[src/rtl/ag_stack_seq_if.sv]
// Request/beat bundle between the decode/AG latches, the stack sequencer and ME.
// START_V/START_RDY: a request transfers on a cycle where both are high and FLUSH is low;
// ADDR_V has no ready of its own, STALL_IN from ME holds the presented beat instead.
interface ag_stack_seq_if #(
    parameter int ADDR_W    = 32,
    parameter int MAX_BEATS = 8
);
    localparam int NB_W  = $clog2(MAX_BEATS + 1);
    localparam int IDX_W = (MAX_BEATS > 1) ? $clog2(MAX_BEATS) : 1;

    logic              START_V;
    logic              START_RDY;
    logic              DIR_POP;
    logic [1:0]        DATA_SIZE;
    logic [NB_W-1:0]   NUM_BEATS;
    logic [ADDR_W-1:0] SP_IN;
    logic [15:0]       SEG_BASE;
    logic [ADDR_W-1:0] SEG_LIMIT;
    logic              FLUSH;
    logic              STALL_IN;
    logic              ADDR_V;
    logic [ADDR_W-1:0] ADDR_OUT;
    logic [IDX_W-1:0]  BEAT_IDX;
    logic              LAST;
    logic              DONE;
    logic [ADDR_W-1:0] FINAL_SP;
    logic              SEG_LIMIT_EXC_OUT;
    logic [1:0]        dbg_state;

    modport master (
        output START_V, DIR_POP, DATA_SIZE, NUM_BEATS, SP_IN, SEG_BASE, SEG_LIMIT,
               FLUSH, STALL_IN,
        input  START_RDY, ADDR_V, ADDR_OUT, BEAT_IDX, LAST, DONE, FINAL_SP,
               SEG_LIMIT_EXC_OUT, dbg_state
    );

    modport slave (
        input  START_V, DIR_POP, DATA_SIZE, NUM_BEATS, SP_IN, SEG_BASE, SEG_LIMIT,
               FLUSH, STALL_IN,
        output START_RDY, ADDR_V, ADDR_OUT, BEAT_IDX, LAST, DONE, FINAL_SP,
               SEG_LIMIT_EXC_OUT, dbg_state
    );
endinterface

[src/rtl/ag_stack_seq.sv]
// Multi-beat stack address sequencer: one segmented linear address per beat plus final SP.
// Define AG_SEQ_LIMIT_CHECK_EN to check every beat against the SS limit before presenting it.
module ag_stack_seq #(
    parameter int ADDR_W    = 32,
    parameter int MAX_BEATS = 8,
    parameter int SEG_SHIFT = 16
) (
    input logic           CLK,
    input logic           RST,
    ag_stack_seq_if.slave bus
);
    localparam int NB_W  = $clog2(MAX_BEATS + 1);
    localparam int IDX_W = (MAX_BEATS > 1) ? $clog2(MAX_BEATS) : 1;
    localparam int AW1   = ADDR_W + 1;
    localparam logic [NB_W-1:0] MAX_N = NB_W'(MAX_BEATS);

    typedef enum logic [1:0] {
        IDLE = 2'd0,
        RUN  = 2'd1,
        EXC  = 2'd2
    } state_t;

    state_t            state_q, state_d;
    logic [ADDR_W-1:0] offset_q, offset_d;
    logic              wrap_q, wrap_d;
    logic [3:0]        size_q, size_d;
    logic              dir_pop_q, dir_pop_d;
    logic [NB_W-1:0]   n_q, n_d;
    logic [ADDR_W-1:0] base_q, base_d;
    logic [IDX_W-1:0]  idx_q, idx_d;
    logic [ADDR_W-1:0] addr_out_q, addr_out_d;
    logic [ADDR_W-1:0] final_sp_q, final_sp_d;
    logic              addr_v_q, addr_v_d;
    logic              last_q, last_d;
    logic              done_q, done_d;
    logic              exc_q, exc_d;
    logic              rdy_q, rdy_d;

    function automatic logic [3:0] size_bytes(input logic [1:0] ds);
        case (ds)
            2'b10:   return 4'd4;
            2'b11:   return 4'd8;
            default: return 4'd2;
        endcase
    endfunction

    logic              accept;
    logic [3:0]        req_size;
    logic [NB_W-1:0]   req_n;
    logic [ADDR_W-1:0] req_base;
    logic [AW1-1:0]    first_off_w;
    logic [AW1-1:0]    next_off_w;
    logic [IDX_W-1:0]  idx_inc;
    logic              first_viol;
    logic              next_viol;

    assign accept   = (state_q == IDLE) && rdy_q && bus.START_V && !bus.FLUSH;
    assign req_size = size_bytes(bus.DATA_SIZE);
    assign req_n    = (bus.NUM_BEATS > MAX_N) ? MAX_N : bus.NUM_BEATS;
    assign req_base = ADDR_W'({{ADDR_W{1'b0}}, bus.SEG_BASE} << SEG_SHIFT);
    assign idx_inc  = idx_q + IDX_W'(1);

    // Offsets carry one extra bit so a wrap past 0 or 2^ADDR_W stays visible to the limit check.
    assign first_off_w = bus.DIR_POP ? {1'b0, bus.SP_IN}
                                     : {1'b0, bus.SP_IN} - AW1'(req_size);
    assign next_off_w  = dir_pop_q ? {1'b0, offset_q} + AW1'(size_q)
                                   : {1'b0, offset_q} - AW1'(size_q);

`ifdef AG_SEQ_LIMIT_CHECK_EN
    logic [ADDR_W-1:0] limit_q;

    function automatic logic over_limit(input logic [AW1-1:0]    off_w,
                                        input logic              wrapped,
                                        input logic [3:0]        sz,
                                        input logic [ADDR_W-1:0] lim);
        logic [AW1-1:0] end_w;
        end_w = {1'b0, off_w[ADDR_W-1:0]} + AW1'(sz) - AW1'(1);
        return wrapped | off_w[ADDR_W] | (end_w > {1'b0, lim});
    endfunction

    assign first_viol = over_limit(first_off_w, 1'b0, req_size, bus.SEG_LIMIT);
    assign next_viol  = over_limit(next_off_w, wrap_q, size_q, limit_q);

    always_ff @(posedge CLK) begin
        if (RST) begin
            limit_q <= '0;
        end else if (accept) begin
            limit_q <= bus.SEG_LIMIT;
        end
    end
`else
    logic unused_limit;
    assign unused_limit = ^bus.SEG_LIMIT;
    assign first_viol   = 1'b0;
    assign next_viol    = 1'b0;
`endif

    always_comb begin
        state_d    = state_q;
        offset_d   = offset_q;
        wrap_d     = wrap_q;
        size_d     = size_q;
        dir_pop_d  = dir_pop_q;
        n_d        = n_q;
        base_d     = base_q;
        idx_d      = idx_q;
        addr_out_d = addr_out_q;
        final_sp_d = final_sp_q;
        addr_v_d   = addr_v_q;
        last_d     = last_q;
        done_d     = 1'b0;
        exc_d      = exc_q;

        case (state_q)
            IDLE: begin
                if (accept) begin
                    size_d    = req_size;
                    dir_pop_d = bus.DIR_POP;
                    n_d       = req_n;
                    base_d    = req_base;
                    if (req_n == '0) begin
                        done_d     = 1'b1;
                        final_sp_d = bus.SP_IN;
                    end else begin
                        offset_d   = first_off_w[ADDR_W-1:0];
                        wrap_d     = first_off_w[ADDR_W];
                        idx_d      = '0;
                        last_d     = (req_n == NB_W'(1));
                        addr_out_d = req_base + first_off_w[ADDR_W-1:0];
                        if (first_viol) begin
                            state_d  = EXC;
                            exc_d    = 1'b1;
                            addr_v_d = 1'b0;
                            last_d   = 1'b0;
                        end else begin
                            state_d  = RUN;
                            addr_v_d = 1'b1;
                        end
                    end
                end
            end

            RUN: begin
                if (bus.FLUSH) begin
                    state_d  = IDLE;
                    addr_v_d = 1'b0;
                    last_d   = 1'b0;
                    exc_d    = 1'b0;
                end else if (!bus.STALL_IN) begin
                    if (last_q) begin
                        state_d    = IDLE;
                        addr_v_d   = 1'b0;
                        last_d     = 1'b0;
                        done_d     = 1'b1;
                        // Push: SP - N*S is the last beat's offset; pop needs one more step.
                        final_sp_d = dir_pop_q ? next_off_w[ADDR_W-1:0] : offset_q;
                    end else begin
                        offset_d   = next_off_w[ADDR_W-1:0];
                        wrap_d     = wrap_q | next_off_w[ADDR_W];
                        idx_d      = idx_inc;
                        last_d     = (NB_W'(idx_inc) == n_q - NB_W'(1));
                        addr_out_d = base_q + next_off_w[ADDR_W-1:0];
                        if (next_viol) begin
                            state_d  = EXC;
                            exc_d    = 1'b1;
                            addr_v_d = 1'b0;
                            last_d   = 1'b0;
                        end
                    end
                end
            end

            EXC: begin
                if (bus.FLUSH) begin
                    state_d = IDLE;
                    exc_d   = 1'b0;
                end
            end

            default: begin
                state_d  = IDLE;
                addr_v_d = 1'b0;
                last_d   = 1'b0;
                exc_d    = 1'b0;
            end
        endcase

        // Ready is withheld during the DONE cycle, giving one bubble between sequences.
        rdy_d = (state_d == IDLE) && !done_d;
    end

    always_ff @(posedge CLK) begin
        if (RST) begin
            state_q    <= IDLE;
            offset_q   <= '0;
            wrap_q     <= 1'b0;
            size_q     <= 4'd2;
            dir_pop_q  <= 1'b0;
            n_q        <= '0;
            base_q     <= '0;
            idx_q      <= '0;
            addr_out_q <= '0;
            final_sp_q <= '0;
            addr_v_q   <= 1'b0;
            last_q     <= 1'b0;
            done_q     <= 1'b0;
            exc_q      <= 1'b0;
            rdy_q      <= 1'b1;
        end else begin
            state_q    <= state_d;
            offset_q   <= offset_d;
            wrap_q     <= wrap_d;
            size_q     <= size_d;
            dir_pop_q  <= dir_pop_d;
            n_q        <= n_d;
            base_q     <= base_d;
            idx_q      <= idx_d;
            addr_out_q <= addr_out_d;
            final_sp_q <= final_sp_d;
            addr_v_q   <= addr_v_d;
            last_q     <= last_d;
            done_q     <= done_d;
            exc_q      <= exc_d;
            rdy_q      <= rdy_d;
        end
    end

    assign bus.START_RDY         = rdy_q;
    assign bus.ADDR_V            = addr_v_q;
    assign bus.ADDR_OUT          = addr_out_q;
    assign bus.BEAT_IDX          = idx_q;
    assign bus.LAST              = last_q;
    assign bus.DONE              = done_q;
    assign bus.FINAL_SP          = final_sp_q;
    assign bus.SEG_LIMIT_EXC_OUT = exc_q;
    assign bus.dbg_state         = state_q;
endmodule

[src/flat_wrapper.sv]
// flat-port wrapper written by rule: the top's interface ports become plain ports
module ag_stack_seq_flat 
#(
    parameter int ADDR_W    = 32,
    parameter int MAX_BEATS = 8,
    parameter int SEG_SHIFT = 16
)
  (CLK, RST, bus_START_V, bus_DIR_POP, bus_DATA_SIZE, bus_NUM_BEATS, bus_SP_IN, bus_SEG_BASE, bus_SEG_LIMIT, bus_FLUSH, bus_STALL_IN, bus_START_RDY, bus_ADDR_V, bus_ADDR_OUT, bus_BEAT_IDX, bus_LAST, bus_DONE, bus_FINAL_SP, bus_SEG_LIMIT_EXC_OUT, bus_dbg_state);
  ag_stack_seq_if #(.ADDR_W(ADDR_W), .MAX_BEATS(MAX_BEATS)) bus_i ();
  input logic CLK;
  input logic RST;
  input wire logic [$bits(bus_i.START_V)-1:0] bus_START_V;
  input wire logic [$bits(bus_i.DIR_POP)-1:0] bus_DIR_POP;
  input wire logic [$bits(bus_i.DATA_SIZE)-1:0] bus_DATA_SIZE;
  input wire logic [$bits(bus_i.NUM_BEATS)-1:0] bus_NUM_BEATS;
  input wire logic [$bits(bus_i.SP_IN)-1:0] bus_SP_IN;
  input wire logic [$bits(bus_i.SEG_BASE)-1:0] bus_SEG_BASE;
  input wire logic [$bits(bus_i.SEG_LIMIT)-1:0] bus_SEG_LIMIT;
  input wire logic [$bits(bus_i.FLUSH)-1:0] bus_FLUSH;
  input wire logic [$bits(bus_i.STALL_IN)-1:0] bus_STALL_IN;
  output wire logic [$bits(bus_i.START_RDY)-1:0] bus_START_RDY;
  output wire logic [$bits(bus_i.ADDR_V)-1:0] bus_ADDR_V;
  output wire logic [$bits(bus_i.ADDR_OUT)-1:0] bus_ADDR_OUT;
  output wire logic [$bits(bus_i.BEAT_IDX)-1:0] bus_BEAT_IDX;
  output wire logic [$bits(bus_i.LAST)-1:0] bus_LAST;
  output wire logic [$bits(bus_i.DONE)-1:0] bus_DONE;
  output wire logic [$bits(bus_i.FINAL_SP)-1:0] bus_FINAL_SP;
  output wire logic [$bits(bus_i.SEG_LIMIT_EXC_OUT)-1:0] bus_SEG_LIMIT_EXC_OUT;
  output wire logic [$bits(bus_i.dbg_state)-1:0] bus_dbg_state;
  assign bus_i.START_V = bus_START_V;
  assign bus_i.DIR_POP = bus_DIR_POP;
  assign bus_i.DATA_SIZE = bus_DATA_SIZE;
  assign bus_i.NUM_BEATS = bus_NUM_BEATS;
  assign bus_i.SP_IN = bus_SP_IN;
  assign bus_i.SEG_BASE = bus_SEG_BASE;
  assign bus_i.SEG_LIMIT = bus_SEG_LIMIT;
  assign bus_i.FLUSH = bus_FLUSH;
  assign bus_i.STALL_IN = bus_STALL_IN;
  assign bus_START_RDY = bus_i.START_RDY;
  assign bus_ADDR_V = bus_i.ADDR_V;
  assign bus_ADDR_OUT = bus_i.ADDR_OUT;
  assign bus_BEAT_IDX = bus_i.BEAT_IDX;
  assign bus_LAST = bus_i.LAST;
  assign bus_DONE = bus_i.DONE;
  assign bus_FINAL_SP = bus_i.FINAL_SP;
  assign bus_SEG_LIMIT_EXC_OUT = bus_i.SEG_LIMIT_EXC_OUT;
  assign bus_dbg_state = bus_i.dbg_state;
  ag_stack_seq #(.ADDR_W(ADDR_W), .MAX_BEATS(MAX_BEATS), .SEG_SHIFT(SEG_SHIFT)) u_core (.CLK(CLK), .RST(RST), .bus(bus_i));
endmodule
[config.mk]
export PLATFORM = sky130hd
export DESIGN_NAME = ag_stack_seq_flat
export DESIGN_NICKNAME = d
export VERILOG_FILES = /design/src/rtl/ag_stack_seq_if.sv /design/src/rtl/ag_stack_seq.sv /design/src/flat_wrapper.sv
export SDC_FILE = /design/constraint.sdc
export NUM_CORES = 1
export LEC_CHECK = 0
export BUFFER_PORTS_ARGS = -buffer_cell sky130_fd_sc_hd__clkbuf_2
export CORE_MARGIN = 8
export CORE_UTILIZATION = 39
export CTS_CLUSTER_DIAMETER = 100
export DETAILED_ROUTE_END_ITERATION = 12
export PLACE_DENSITY = 0.73
export REMOVE_ABC_BUFFERS = 1
export SYNTH_ARGS = -nofsm -noshare
export SYNTH_HDL_FRONTEND = slang
export SYNTH_SLANG_ARGS = --single-unit
export TNS_END_PERCENT = 50
[constraint.sdc]
create_clock -name CLK -period 6.1 [get_ports CLK]
set_input_delay 1.22 -clock CLK [delete_from_list [all_inputs] [get_ports CLK]]
set_output_delay 1.22 -clock CLK [all_outputs]
set_load 0.02 [all_outputs]
# Yosys cells after proc, flatten, opt, wreduce, memory -nomap -nowiden
# Cells that the tools add are included.
# W data, S select, Z words.
# classes
add_sub_neg	7
order_cmp	1
n_eq_ne	16
muxes	56
n_bitwise	2
n_reduce_logical	17
# op_table
cell	count
$mux W32	18
$pmux W32 S2	3
$add A32 B32 Y32	2
$sub A32 B4 Y32	2
$add A32 B4 Y32	1
$mux W1	16
$mux W3	5
$mux W2	6
$reduce_and A6 Y1	2
$ne A2 B2 Y1 const B	5
$pmux W4 S2	1
$eq A2 B2 Y1 const B	3
$ne A2 B1 Y1 const B	3
$pmux W1 S3	2
$pmux W2 S3	1
$pmux W3 S2	1
$reduce_and A5 Y1	1
$eq A3 B4 Y1	1
$eq A4 B1 Y1 const B	1
$gt A4 B4 Y1 const B	1
$logic_and A1 B1 Y1	4
$logic_not A2 Y1	2
$logic_not A4 Y1	1
$mux W4	1
12 further kinds	16
# word_totals
reg_bits	131
input_bits	92

# Logic depth before layout (Yosys ltp)
# logic_depth
depth_word	8
ltp_mapped	23
mapped_depth_nobuf	23

# Least setup slack after synthesis
# Ideal clock, no wire load.
# synth_path
path_kind	register to register
startpoint	register u_core.dir_pop_q
endpoint	register u_core.addr_out_q[31] (netlist: u_core.bus.ADDR_OUT[31])
arrival_ns	5.837
required_time_ns	5.965
slack_ns	0.128
path_stages_with_launch	22
cell_sequence	dfxtp_1 -> clkbuf_1 -> buf_1 -> clkbuf_1 -> mux2_2 -> fa_1 -> a21oi_1 -> o211ai_1 -> a311o_1 -> a41o_1 -> a21o_1 -> xnor2_1 -> ha_1 -> a21o_1 -> a21oi_1 -> or4b_2 -> a31oi_1 -> a211o_1 -> xnor2_1 -> or4_1 -> nand3_1 -> a211oi_1
# synth_between
elab_chain_len	6
# synth_rtl
item	line	text
start: declaration	ag_stack_seq.sv:27	logic dir_pop_q, dir_pop_d;
start signal: assignment	ag_stack_seq.sv:214	dir_pop_q <= dir_pop_d;
$mux W32	ag_stack_seq.sv:66	assign next_off_w = dir_pop_q ? {1'b0, offset_q} + AW1'(size_q)
$add A32 B32 Y32	ag_stack_seq.sv:162	addr_out_d = base_q + next_off_w[ADDR_W-1:0];
$mux W32	ag_stack_seq.sv:150	if (last_q) begin
$mux W32	ag_stack_seq.sv:149	end else if (!bus.STALL_IN) begin
$mux W32	ag_stack_seq.sv:144	if (bus.FLUSH) begin
$pmux W32 S2	ag_stack_seq.sv:114	case (state_q)
end signal: assignment	ag_stack_seq.sv:218	addr_out_q <= addr_out_d;
end: declaration	ag_stack_seq.sv:31	logic [ADDR_W-1:0] addr_out_q, addr_out_d;
# No other way between the ends. The select of a mux whose other input is x is not followed.
# A chain may end at the register's enable or synchronous reset.

# Final worst setup path
# layout_path
startpoint	register u_core.size_q[1]
endpoint	register u_core.addr_out_q[31] (netlist: u_core.bus.ADDR_OUT[31])
# layout_between
elab_chain_len	7
word_cells_on_any_way	8
# layout_rtl
item	line	text
start: declaration	ag_stack_seq.sv:26	logic [3:0] size_q, size_d;
start signal: assignment	ag_stack_seq.sv:213	size_q <= size_d;
$sub A32 B4 Y32 / $add A32 B4 Y32 (equally long branches)	ag_stack_seq.sv:67, ag_stack_seq.sv:66	
$mux W32 (*)	ag_stack_seq.sv:66	
$add A32 B32 Y32 (*)	ag_stack_seq.sv:162	
$mux W32 (*)	ag_stack_seq.sv:150	
$mux W32 (*)	ag_stack_seq.sv:149	
$mux W32 (*)	ag_stack_seq.sv:144	
$pmux W32 S2 (*)	ag_stack_seq.sv:114	
# Every way passes the cells marked *; elsewhere a longest branch is shown, timed or not. The select of a mux whose other input is x is not followed.

==> results.md <==
* Switching share of power at 37.6%
* WP data required at 6370 ps
* Clock power frac at 33.8%
* CTS Sinks at 113
* Max Root-Sink Buffers at 2
* Mux contribution to synthesized area at 3.47%
* Cell Area, Synth at 9080 sq um
* Max-Cap Viols at 0
* Die area at 28400 sq um
* Die Wd at 169 microns
* Register area share after synthesis at 24.9%
* Largest net degree at the start of global routing at 65
* CTS root buffer: clkbuf_16
* Number of hold violations in the final report at 0
* Fmax at 0.171 GHz
* Placed Area at 10100 sq um
* Crit. End Element: flip-flop
* Nets@finish at 1487
* 1st-iter DRT viols at 808
* CP arrival at 6130 ps
* Internal Pwr Total at 1.88 mW
* Largest cells by area after synthesis: dfxtp_1, ha_1, a21oi_1
* Combinational power share at 39.3%
* Main combinational cell family by area after synthesis: compound AO/OA/AOI/OAI gates
* Synth Area in Compound Gates at 25.3%
* Outcome: completed
* Synth top cells by count: nand2_1, nor2_1, a21oi_1
* Syn Area/Cell at 7.50 sq um
* Layout cell share with drive strength beyond 1 at 17.8%
* P_leak at 4.51 nW
* Post-CTS Hold Fix Bufs at 0
* Via count at 9421
* Post-route cell area at 10800 sq um
* Post-route DRC at 0
* Most common cell in the netlist: nand2_1
* Simple-gate portion of the synthesized area at 23.0%
* # port buffers at 132
* Drt pass-1 iters at 9
* Initial antenna violation count at 0
* Placed insts at 1622
* Area growth syn-to-layout at 18.5%
* Num ports at 166
* Setup violators final at 0
* Vias per cell at 5.70
* HPWL after DPL at 21.6 mm
* Starting Density at 39.2%
* Vias in the first global route at 8978
* Congestion Overflow GR at 0
* Worst setup SP type: flip-flop
* Pwr/cell area at 281 nW/um^2
* Critical path buffers and inverters at 1
* Sw power at 1.14 mW
* Cell Rows at 56
* Skew-Pair Late Insertion Delay at 430 ps
* Final Power at 3.02 mW
* Top FF cell, synth: dfxtp_1
* Post-CTS setup buffer count at 0
* Final Max Slew Viols at 0
* Total CTS buffers at 17
* Diode count at 0
* Post-Layout Cell Count at 1654
* Yosys reg bits at 113
* Fill count at 2314
* Sequential power share at 26.9%
* WL per Instance at 17.8 microns
* Die H at 169 microns
* XOR/XNOR Fraction of Synth Area at 7.77%
* CTS clk-pin slew, worst paths at 60 ps
* Max-slew headroom at 43.6%
* Transition time of the tightest slew-check pin at 846 ps
* Crit-path most repeated cell: ha_1
* First-pass GRT wire length at 46.7 mm
* Tightest Hold Check Type: reg -> reg
* Synth warn at 0
* Post-Synthesis Cells at 1211
* Tmin final at 5860 ps
* Final antenna-violating net count at 0
* Post-synth EDFFs at 0
* Htree depth at 4
* Asr flop ratio synth at 0%
* Final worst-path cycle share at 96.0%
* Critical path class: reg -> reg
* Worst VDD drop at 0.181 mV
* Distinct cells, synth at 71
* Crit-path max cell delay at 660 ps
* Post-Synth Adder-Cell Area at 10.4%
* Synth area leader: dfxtp_1
* Worst Path Max Fanout at 4
* RSZ-0062 raised after global routing: false
* Core area at 23200 sq um
* GRT Total Usage at 20.3%
* Crit-path cells: inv_1 > ha_1 > ha_1 > mux2_2 > ha_1 > a21oi_1 > o211ai_1 > a311o_1 > a41o_1 > a21o_1 > xnor2_2 > ha_1 > a21o_1 > a21oi_1 > or4b_2 > a31oi_2 > a211o_1 > xnor2_1 > or4_1 > nand3_1 > a211oi_1
* Post-synth top area share at 24.9%
* Total wire length at 29.4 mm
* Final core occ at 46.4%
* Critical Path Slowest Stage Cell: or4b_2
* CTS tree: done
* Family with the most delay on the worst path: compound AO/OA/AOI/OAI gates
* Final Skew at 8.47 ps
* GP Congestion at 0.931
[placed cells by master (no fill, tap or decap), types with 33 or more instances in the layout]
master / count
xor2_1: 33
nor3_1: 43
clkbuf_2: 131
dfxtp_1: 112
nor2_1: 133
ha_1: 69
buf_4: 45
xnor2_1: 42
a21oi_1: 131
nand2_1: 139
o21ai_0: 54
[worst paths after layout]
check,slack [ps],endpoint,cells past startpoint,startpoint
max,240,u_core.bus.ADDR_OUT[31]$_SDFFE_PP0P_,21,u_core.size_q[1]$_SDFFE_PP1P_
min,460,u_core.bus.FINAL_SP[2]$_SDFFE_PP0P_,2,u_core.bus.FINAL_SP[2]$_SDFFE_PP0P_
max reg2reg,240,u_core.bus.ADDR_OUT[31]$_SDFFE_PP0P_,21,u_core.size_q[1]$_SDFFE_PP1P_
min reg2reg,460,u_core.bus.FINAL_SP[2]$_SDFFE_PP0P_,2,u_core.bus.FINAL_SP[2]$_SDFFE_PP0P_
[layer usage]
metal / track usage, % / wire length, microns
met1: 24.8 / 12800
met2: 34.0 / 13700
met3: 5.24 / 2170
met4: 7.10 / 696
met5: 0 / 0
[what timing repair did]
action | in CTS | in global routing
gates resized for setup | 0 | 8
hold endpoints to repair | 0 | 0
setup endpoints to repair | 0 | 1
[metrics by stage]
stage                     hold slack (ps)  setup WS, ps  setup TNS, ps
after floorplan                       430          78.8              0
after global placement                444          -247           -287
after detailed placement              452          -297           -345
after CTS                             463          40.3              0
after global routing                  481          4.98              0
final                                 459           244              0
[registers in the layout, indices dropped and copies added, names as in the netlist, 2 cells and up]
register              count
u_core.base_q            16
u_core.bus.dbg_state      2
u_core.size_q             3
u_core.bus.ADDR_OUT      32
u_core.bus.FINAL_SP      32
u_core.offset_q          16
u_core.bus.BEAT_IDX       3
u_core.n_q                4
[worst min-delay path, cell delays in order (launching register included)]
cell,delay [ps]
dfxtp_1,310
nand2_1,50
a21oi_1,50
[layout make-up]
type / instances / area [sq um] / share of cell area (%)
Timing Repair Buffer: 176 / 993 / 9.23
Clock buffer: 23 / 488 / 4.53
Clock inverter: 9 / 105 / 0.977
Multi-Input combinational cell: 991 / 6420 / 59.7
Inverter: 23 / 86.3 / 0.802
Sequential cell: 113 / 2260 / 21.0
Tap cell: 319 / 399 / 3.71
[power groups by stage]
stage                     Sequential, mW  Clock, mW  Combinational, mW
after floorplan                    0.853          0              0.801
after detailed placement           0.827          0               1.15
after global routing               0.817       1.06               1.31
after global placement             0.825          0               1.13
after CTS                          0.811       1.03               1.17
final                              0.811       1.02               1.19
[cell families (layout without fill, tap and decap cells)]
group / count (synthesis) / count (layout)
multiplexers: 31 / 31
other: 1 / 1
flip-flops: 113 / 113
buffers and inverters: 107 / 231
AO/OA/AOI/OAI: 359 / 359
XOR/XNOR: 78 / 78
AND/OR/NAND/NOR: 449 / 449
adder cells (fa/ha/maj): 73 / 73
No activity file was read; power rests on OpenSTA's default activity.
